`config.mk`:
```
export PLATFORM = sky130hd
export DESIGN_NAME = instr_fetch_stage
export DESIGN_NICKNAME = d
export VERILOG_FILES = /design/src/rtl/cpu_pkg.sv /design/src/rtl/if_id_reg.sv /design/src/rtl/instr_fetch_stage.sv
export SDC_FILE = /design/constraint.sdc
export NUM_CORES = 1
export LEC_CHECK = 0
export BUFFER_PORTS_ARGS = -buffer_cell sky130_fd_sc_hd__buf_4
export CAP_MARGIN = 15
export CORE_MARGIN = 4
export CORE_UTILIZATION = 40
export DETAILED_ROUTE_END_ITERATION = 7
export GPL_ROUTABILITY_DRIVEN = 0
export PLACE_DENSITY = 0.66
export SLEW_MARGIN = 15
export SYNTH_ARGS = -nofsm -noshare
export SYNTH_HDL_FRONTEND = slang
export SYNTH_SLANG_ARGS = --single-unit
```
`constraint.sdc`:
```
create_clock -name clk -period 10.1 [get_ports clk]
set_clock_uncertainty 0.2 [all_clocks]
set_input_delay 1.515 -clock clk [delete_from_list [all_inputs] [get_ports clk]]
set_output_delay 1.515 -clock clk [all_outputs]
set_load 0.02 [all_outputs]
```
`src/rtl/cpu_pkg.sv`:
```
// Types and widths shared by the fetch stage and its IF/ID output register.
package cpu_pkg;
  localparam int INSTR_W = 32;
  localparam int ADDR_W  = 32;

  typedef enum logic [1:0] {BOOT, RUN, HALTED, FAULT} fetch_state_t;

  typedef struct packed {
    logic [INSTR_W-1:0] instr;
    logic [ADDR_W-1:0]  pc;
    logic [ADDR_W-1:0]  pc_plus4;
  } if_id_t;
endpackage

```
`src/rtl/if_id_reg.sv`:
```
// IF/ID pipeline register: load captures a new entry, flush drops valid but keeps the data.
module if_id_reg
  import cpu_pkg::*;
(
  input  logic   clk,
  input  logic   reset,
  input  logic   load,
  input  logic   flush,
  input  if_id_t d,
  output logic   valid,
  output if_id_t q
);
  logic   valid_d, valid_q;
  if_id_t data_d, data_q;

  always_comb begin
    valid_d = valid_q;
    data_d  = data_q;
    if (flush) begin
      valid_d = 1'b0;
    end else if (load) begin
      valid_d = 1'b1;
      data_d  = d;
    end
  end

  always_ff @(posedge clk or posedge reset) begin
    if (reset) begin
      valid_q <= 1'b0;
      data_q  <= '0;
    end else begin
      valid_q <= valid_d;
      data_q  <= data_d;
    end
  end

  assign valid = valid_q;
  assign q     = data_q;
endmodule

```
`src/rtl/instr_fetch_stage.sv`:
```
// PC + fetch FSM in front of a combinational instruction memory, feeding an IF/ID register
// with redirect/flush, decode back-pressure, sticky halt and PC fault detection.
module instr_fetch_stage
  import cpu_pkg::*;
#(
  parameter logic [31:0] RESET_PC  = 32'h0000_0000,
  parameter int          MEM_WORDS = 32
) (
  input  logic        clk,
  input  logic        reset,
  output logic [31:0] imem_addr,
  input  logic [31:0] imem_data,
  input  logic        redirect_valid,
  input  logic [31:0] redirect_target,
  input  logic        halt_req,
  input  logic        out_ready,
  output logic        out_valid,
  output logic [31:0] out_instr,
  output logic [31:0] out_pc,
  output logic [31:0] out_pc_plus4,
  output logic        fault,
  output logic        halted,
  output logic [31:0] fetch_count
);
  // 33 bits so a 2^30-word memory still has a representable limit.
  localparam logic [32:0] MEM_LIMIT = 33'(MEM_WORDS) * 33'd4;

  fetch_state_t state_d, state_q;
  logic [31:0]  pc_d, pc_q;
  logic [31:0]  fetch_count_d, fetch_count_q;
  logic         fault_d, fault_q;
  logic         load, flush, accept, tgt_bad, pc_oob;
  if_id_t       ifid_d, ifid_q;

  assign accept  = !out_valid || out_ready;
  assign tgt_bad = (redirect_target[1:0] != 2'b00) || ({1'b0, redirect_target} >= MEM_LIMIT);
  assign pc_oob  = {1'b0, pc_q} >= MEM_LIMIT;
  assign ifid_d  = '{instr: imem_data, pc: pc_q, pc_plus4: pc_q + 32'd4};

  always_comb begin
    state_d       = state_q;
    pc_d          = pc_q;
    fetch_count_d = fetch_count_q;
    fault_d       = fault_q;
    load          = 1'b0;
    flush         = 1'b0;
    unique case (state_q)
      BOOT: state_d = RUN;
      RUN: begin
        if (redirect_valid) begin
          flush = 1'b1;
          if (tgt_bad) begin
            state_d = FAULT;
            fault_d = 1'b1;
          end else begin
            pc_d = redirect_target;
            if (halt_req) state_d = HALTED;
          end
        end else if (halt_req) begin
          state_d = HALTED;
        end else if (pc_oob) begin
          state_d = FAULT;
          fault_d = 1'b1;
        end else if (accept) begin
          load          = 1'b1;
          pc_d          = pc_q + 32'd4;
          fetch_count_d = fetch_count_q + 32'd1;
        end
      end
      // Terminal states only let decode drain the held entry.
      HALTED, FAULT: flush = out_ready;
      default: state_d = BOOT;
    endcase
  end

  always_ff @(posedge clk or posedge reset) begin
    if (reset) begin
      state_q       <= BOOT;
      pc_q          <= RESET_PC;
      fetch_count_q <= '0;
      fault_q       <= 1'b0;
    end else begin
      state_q       <= state_d;
      pc_q          <= pc_d;
      fetch_count_q <= fetch_count_d;
      fault_q       <= fault_d;
    end
  end

  if_id_reg u_if_id (
    .clk   (clk),
    .reset (reset),
    .load  (load),
    .flush (flush),
    .d     (ifid_d),
    .valid (out_valid),
    .q     (ifid_q)
  );

  assign imem_addr    = pc_q;
  assign out_instr    = ifid_q.instr;
  assign out_pc       = ifid_q.pc;
  assign out_pc_plus4 = ifid_q.pc_plus4;
  assign fault        = fault_q;
  assign halted       = (state_q == HALTED) || (state_q == FAULT);
  assign fetch_count  = fetch_count_q;
endmodule

```
# --- Word level (Yosys, flattened, before mapping) ---
# Cells that the tools add are included.
word_totals:
  output_inout_bits: 163
  in_bits: 69
  register_bits: 164
  elab_cells: 65
op_classes:
  n_eq_ne: 9
  mux: 24
  n_reduce_logical: 16
  order_cmp: 2
  n_addsub: 2
  n_bitwise: 4
op_table:
  columns: ["op", "n"]
  rows:
  - ["32-bit two-way mux", 5]
  - ["32-bit by 8-bit greater-or-equal comparator with 1-bit output, second input constant", 2]
  - ["32-bit by 1-bit adder with 32-bit output, second input constant", 1]
  - ["32-bit by 3-bit adder with 32-bit output, second input constant", 1]
  - ["1-bit two-way mux", 12]
  - ["2-bit two-way mux", 5]
  - ["5-bit AND reduction", 2]
  - ["2-bit nonzero test", 5]
  - ["4-bit inequality test, second input constant", 2]
  - ["2-bit inequality test, second input constant", 3]
  - ["2-bit == test, second input constant", 2]
  - ["1-bit inverter", 4]
  - ["2-bit one-hot mux with 2 select lines", 1]
  - ["4-bit AND reduction", 1]
  - ["1-bit logical OR", 3]
  - ["3-bit AND reduction", 1]
  - ["2-bit by 1-bit == test with 1-bit output, second input constant", 1]
  - ["2-bit zero test", 1]
  - ["2-bit by 1-bit inequality test with 1-bit output, second input constant", 1]
  - ["1-bit one-hot mux with 2 select lines", 1]
  - ["2-bit AND reduction", 1]
  - ["2-bit OR reduction", 1]
  - ["1-bit zero test", 1]

# --- Longest topological paths before layout ---
logic_depth:
  word_depth: 9
  ltp_mapped: 8
  ltp_nobuf: 5

# --- Modules after synthesis ---
# A second synthesis with hierarchy kept.
hier_totals:
  hier_cells: 567
  hier_area_um2: 7508.5
by_module_without_submodules:
  columns: ["module", "area_each_um2", "cells_each", "seq_area_each_um2", "n_inst"]
  rows:
  - ["if_id_reg", 3814.9, 208, 2427.3, 1]
  - ["instr_fetch_stage", 3693.5, 359, 1676.6, 1]

# --- Worst setup path after synthesis ---
# Ideal clock, no wire load.
synth_timing:
  kind: "input port to flip-flop"
  start: "in redirect_valid"
  end: "reg fetch_count_q[21] (netlist: fetch_count[21])"
  arrival_time_ps: 2893
  setup_time_ps: 130
  path_stages: 5
  n_path_buf: 0
  setup_slack_ps: 6877
  required_ps: 9770
  path_cell_list: "nor2_1 > nand4_1 > nor4_4 > or4b_1 > xnor2_1"
synth_between:
  elab_chain_cells: 2
synth_rtl:
  columns: ["element", "line_no", "source"]
  rows:
  - ["start, declared", "instr_fetch_stage.sv:13", "input logic redirect_valid,"]
  - ["1-bit inverter (no source line)", null, null]
  - ["5-bit AND reduction (no source line)", null, null]
  - ["end signal, assigned", "instr_fetch_stage.sv:85", "fetch_count_q <= fetch_count_d;"]
  - ["end, declared", "instr_fetch_stage.sv:30", "logic [31:0] fetch_count_d, fetch_count_q;"]
# Every way passes these cells.
# A chain may end at the register's enable or synchronous reset.

# --- Worst setup path after layout ---
layout_timing:
  start: "in redirect_valid"
  end: "reg pc_q[15] (netlist: imem_addr[15])"
layout_between:
  elab_chain_cells: 2
  elab_cells_between_ends: 6
  cone_classes: "eq/ne (3); mux (1); reduce/logical (2)"
layout_rtl:
  columns: ["element", "line_no", "source"]
  rows:
  - ["2-bit inequality test (no source line) / 2-bit nonzero test (equally long branches)", null, null]
  - ["5-bit AND reduction (no source line)", null, null]
  - ["end signal, assigned", "instr_fetch_stage.sv:84", "pc_q <= pc_d;"]
  - ["end, declared", "instr_fetch_stage.sv:29", "logic [31:0] pc_d, pc_q;"]
# Parallel ways exist; a longest one is shown, timed or not.

==> summary.txt <==
STA
  – Setup TNS: 0 ns
  – # setup viols final: 0
  – Share of the cycle needed by the critical path after routing: 34.9%
  – Min Tclk post-route: 3.53 ns
  – RSZ-0062 raised after global routing: false
  – Slew Viols, Final: 0
  – Fin. Hold Viols: 0
  – Fmax: 0.283 GHz
  – Max_slew headroom: 32.5%
  – Tightest Pin Transition: 1.01 ns
  – Worst hold margin: 0.288 ns

Setup path
  – Worst Path Arrival: 3.64 ns
  – Critical path, cell by cell: buf_4 -> nor2_1 -> nand3_1 -> nor3_4 -> buf_4 -> nor2_1 -> and2_1
  – Setup slack on the worst flop-to-flop path: 6.89 ns
  – Max stage delay on crit path: 0.64 ns
  – R2r worst-path depth: 6
  – Max FO, Critical Path: 78
  – Reg2reg start: state_q[1]
  – Crit path kind: in -> reg
  – CP required: 10.21 ns
  – Reg2reg end: imem_addr[15]
  – Startpoint class of the critical path: input port
  – CP max stage cell: buf_4
  – Worst setup EP type: register

Yosys
  – Most common cell in the netlist: dfrtp_1
  – Post-synth cell types: 39
  – Synth Instances: 512
  – Syn Area/Cell: 12.8 µm²
  – Net Count, Synth: 584
  – Main synth FF type: dfrtp_1
  – Commonest cells in the netlist: dfrtp_1, nor2b_1, mux2_2, buf_4, xnor2_1
  – Most area-hungry cell type in the Yosys netlist: dfrtp_1
  – Post-synth top area share: 62.1%
  – Yosys warnings: 0
  – Mapped Area: 6530 µm²
  – Post-synth ARST share: 100%
  – Flops & latches, synth: 162
  – Synth top area cells: dfrtp_1, mux2_2, nor2b_1, xnor2_1, buf_4
  – EDFF count, synth: 0
  – Sequential share of the synthesized area: 62.1%

Floorplanning
  – Core ar.: 15,900 µm²
  – Starting Density: 41.0%
  – Row cnt: 46
  – Die Y: 136 µm
  – # IOs: 232
  – Area of the die: 18,400 µm²
  – Die W: 136 µm

Finish
  – Nets: 785
  – Post-route cell area: 8830 µm²
  – Layout area overhead: 35.2%
  – Layout cells sized above 1: 43.6%
  – Fin util: 55.4%
  – Antenna cells: 0

Clock network
  – CTS clk-pin slew, worst paths: 0.06 ns
  – Post-CTS sizing: 0
  – TritonCTS clock tree: built
  – Sink Count: 162
  – Postcts setup bufs: 0
  – CTS root buf: clkbuf_16
  – CTS Buf Count: 17
  – Clk_lat worst skew: 0.42 ns
  – # H-tree levels: 4
  – Max clock buf depth: 2
  – Post-CTS Hold Fix Bufs: 0

Power and ir drop
  – Sw Pwr: 279 µW
  – Total power: 1.32 mW
  – Internal: 1.04 mW
  – Worst vdd ir: 106 µV
  – Register share of total power: 49.0%
  – Sw Share: 21.1%
  – Leakage: 4.67 nW
  – P per Cell Area: 150 nW/µm²
  – Combinational Power Share: 2.8%
  – Clock power share: 48.2%

Status
  – Outcome: complete, no violations

GRT
  – Initial antenna violation count: 0
  – Total congestion overflow: 0
  – Number of global-route vias before repair: 4,671
  – GRT Overall Usage: 17.4%
  – First-pass GRT wire length: 24,900 µm
  – Largest net degree at the start of global routing: 93

Min path
  – Worst Hold End: fetch_count[31]
  – Hold path startpoint: fetch_count[31]
  – Hold Path Depth: 1
  – Worst Hold Class: reg -> reg

Placement
  – DP Area: 8240 µm²
  – IO Port Bufs: 231
  – Post-DP HPWL: 11,100 µm

Routing
  – Post-Route WL: 15,500 µm
  – Iteration-0 DRC Markers: 214
  – DR DRC count: 0
  – DR WL/cell: 16.4 µm
  – Via count: 4,466
  – Final ANT Viol Nets: 0
  – Vias per cell: 4.75
  – Pre-antenna DRT Iters: 6

Flow run
  – Max cap viols: 0
-- cell type report --
cell class / count / area (µm²)
repair buffers: 234 / 1760
inverters: 10 / 42.5
flip-flops and latches: 162 / 4050
well taps: 216 / 270
multi-input cells: 288 / 2120
fillers: 1366 / 7110
clock buffers: 20 / 457
clock inverters: 11 / 130
-- per-layer routing --
layer	track usage, %	up-vias	share of wire (%)	routed length, µm
met5	0	-	0	0
met4	6.55	0	1.8	272
met3	7.58	22	9.7	1500
met2	26.9	157	48	7380
met1	21.6	2182	41	6300
li1	-	2105	-	-
-- sequential cells by signal, indices dropped and copies added (netlist names) --
signal and cells:
u_if_id.q 94, fetch_count 32, imem_addr 32, state_q 2
fault 1, u_if_id.valid 1
-- power by group through the flow --
stage	logic (mW)	registers (mW)	clock network (mW)
after floorplan	0.0128	0.661	0
after global placement	0.0374	0.661	0
after detailed placement	0.0385	0.661	0
after CTS	0.0385	0.649	0.654
after global routing	0.0422	0.648	0.686
final	0.0371	0.649	0.637
-- worst max path at each step --
stage / start / endpoint / slack, ns / cells after the start
global placement: redirect_valid / imem_addr[21] / 6.16 / 7
global route: redirect_valid / imem_addr[20] / 6.35 / 7
detailed placement: redirect_valid / imem_addr[31] / 6.06 / 7
finish: redirect_valid / imem_addr[15] / 6.57 / 7
floorplan: reset / fault / 4.01 / 1
CTS: redirect_valid / imem_addr[20] / 6.52 / 7
-- stage by stage --
stage          cells  setup WS, ns
3_3_place_gp     910          6.16
6_report         941          6.57
3_5_place_dp     910          6.06
2_1_floorplan    512          4.01
4_1_cts          941          6.52
5_1_grt          941          6.35
-- cells by family after synthesis --
group / share of synthesized area [%]
AOI/OAI and AO/OA: 2.78
muxes: 7.55
DFF: 62.1
adders and majority gates: 0.575
and+or+nand+nor: 16.7
xor gates and xnor gates: 4.69
buffers and inverters: 5.63
-- worst max-delay path: cells and delay by family --
kind          cells  cell delay, ns
buf+inv           2            0.81
simple gates      5            1.28
-- placed cells by master (no fill, tap or decap), drive strengths merged, types with 2 or more instances in the layout --
master,netlist,final
and4,3,3
ha,3,3
o31ai,4,4
nand4,11,11
clkbuf,12,20
a21oi,10,10
o21ai,3,3
nor2,11,11
nand3,25,25
bufinv,0,2
buf,40,234
xnor2,30,30
and3,11,11
mux2,42,42
mux2i,2,2
and2,26,26
nor4,15,15
xor2,5,5
nor2b,52,52
nand2,18,18
a32oi,2,2
nor3,5,5
dfrtp,162,162
inv,10,12
clkinv,0,3
clkinvlp,0,4
No activity file was read; power rests on OpenSTA's default activity.
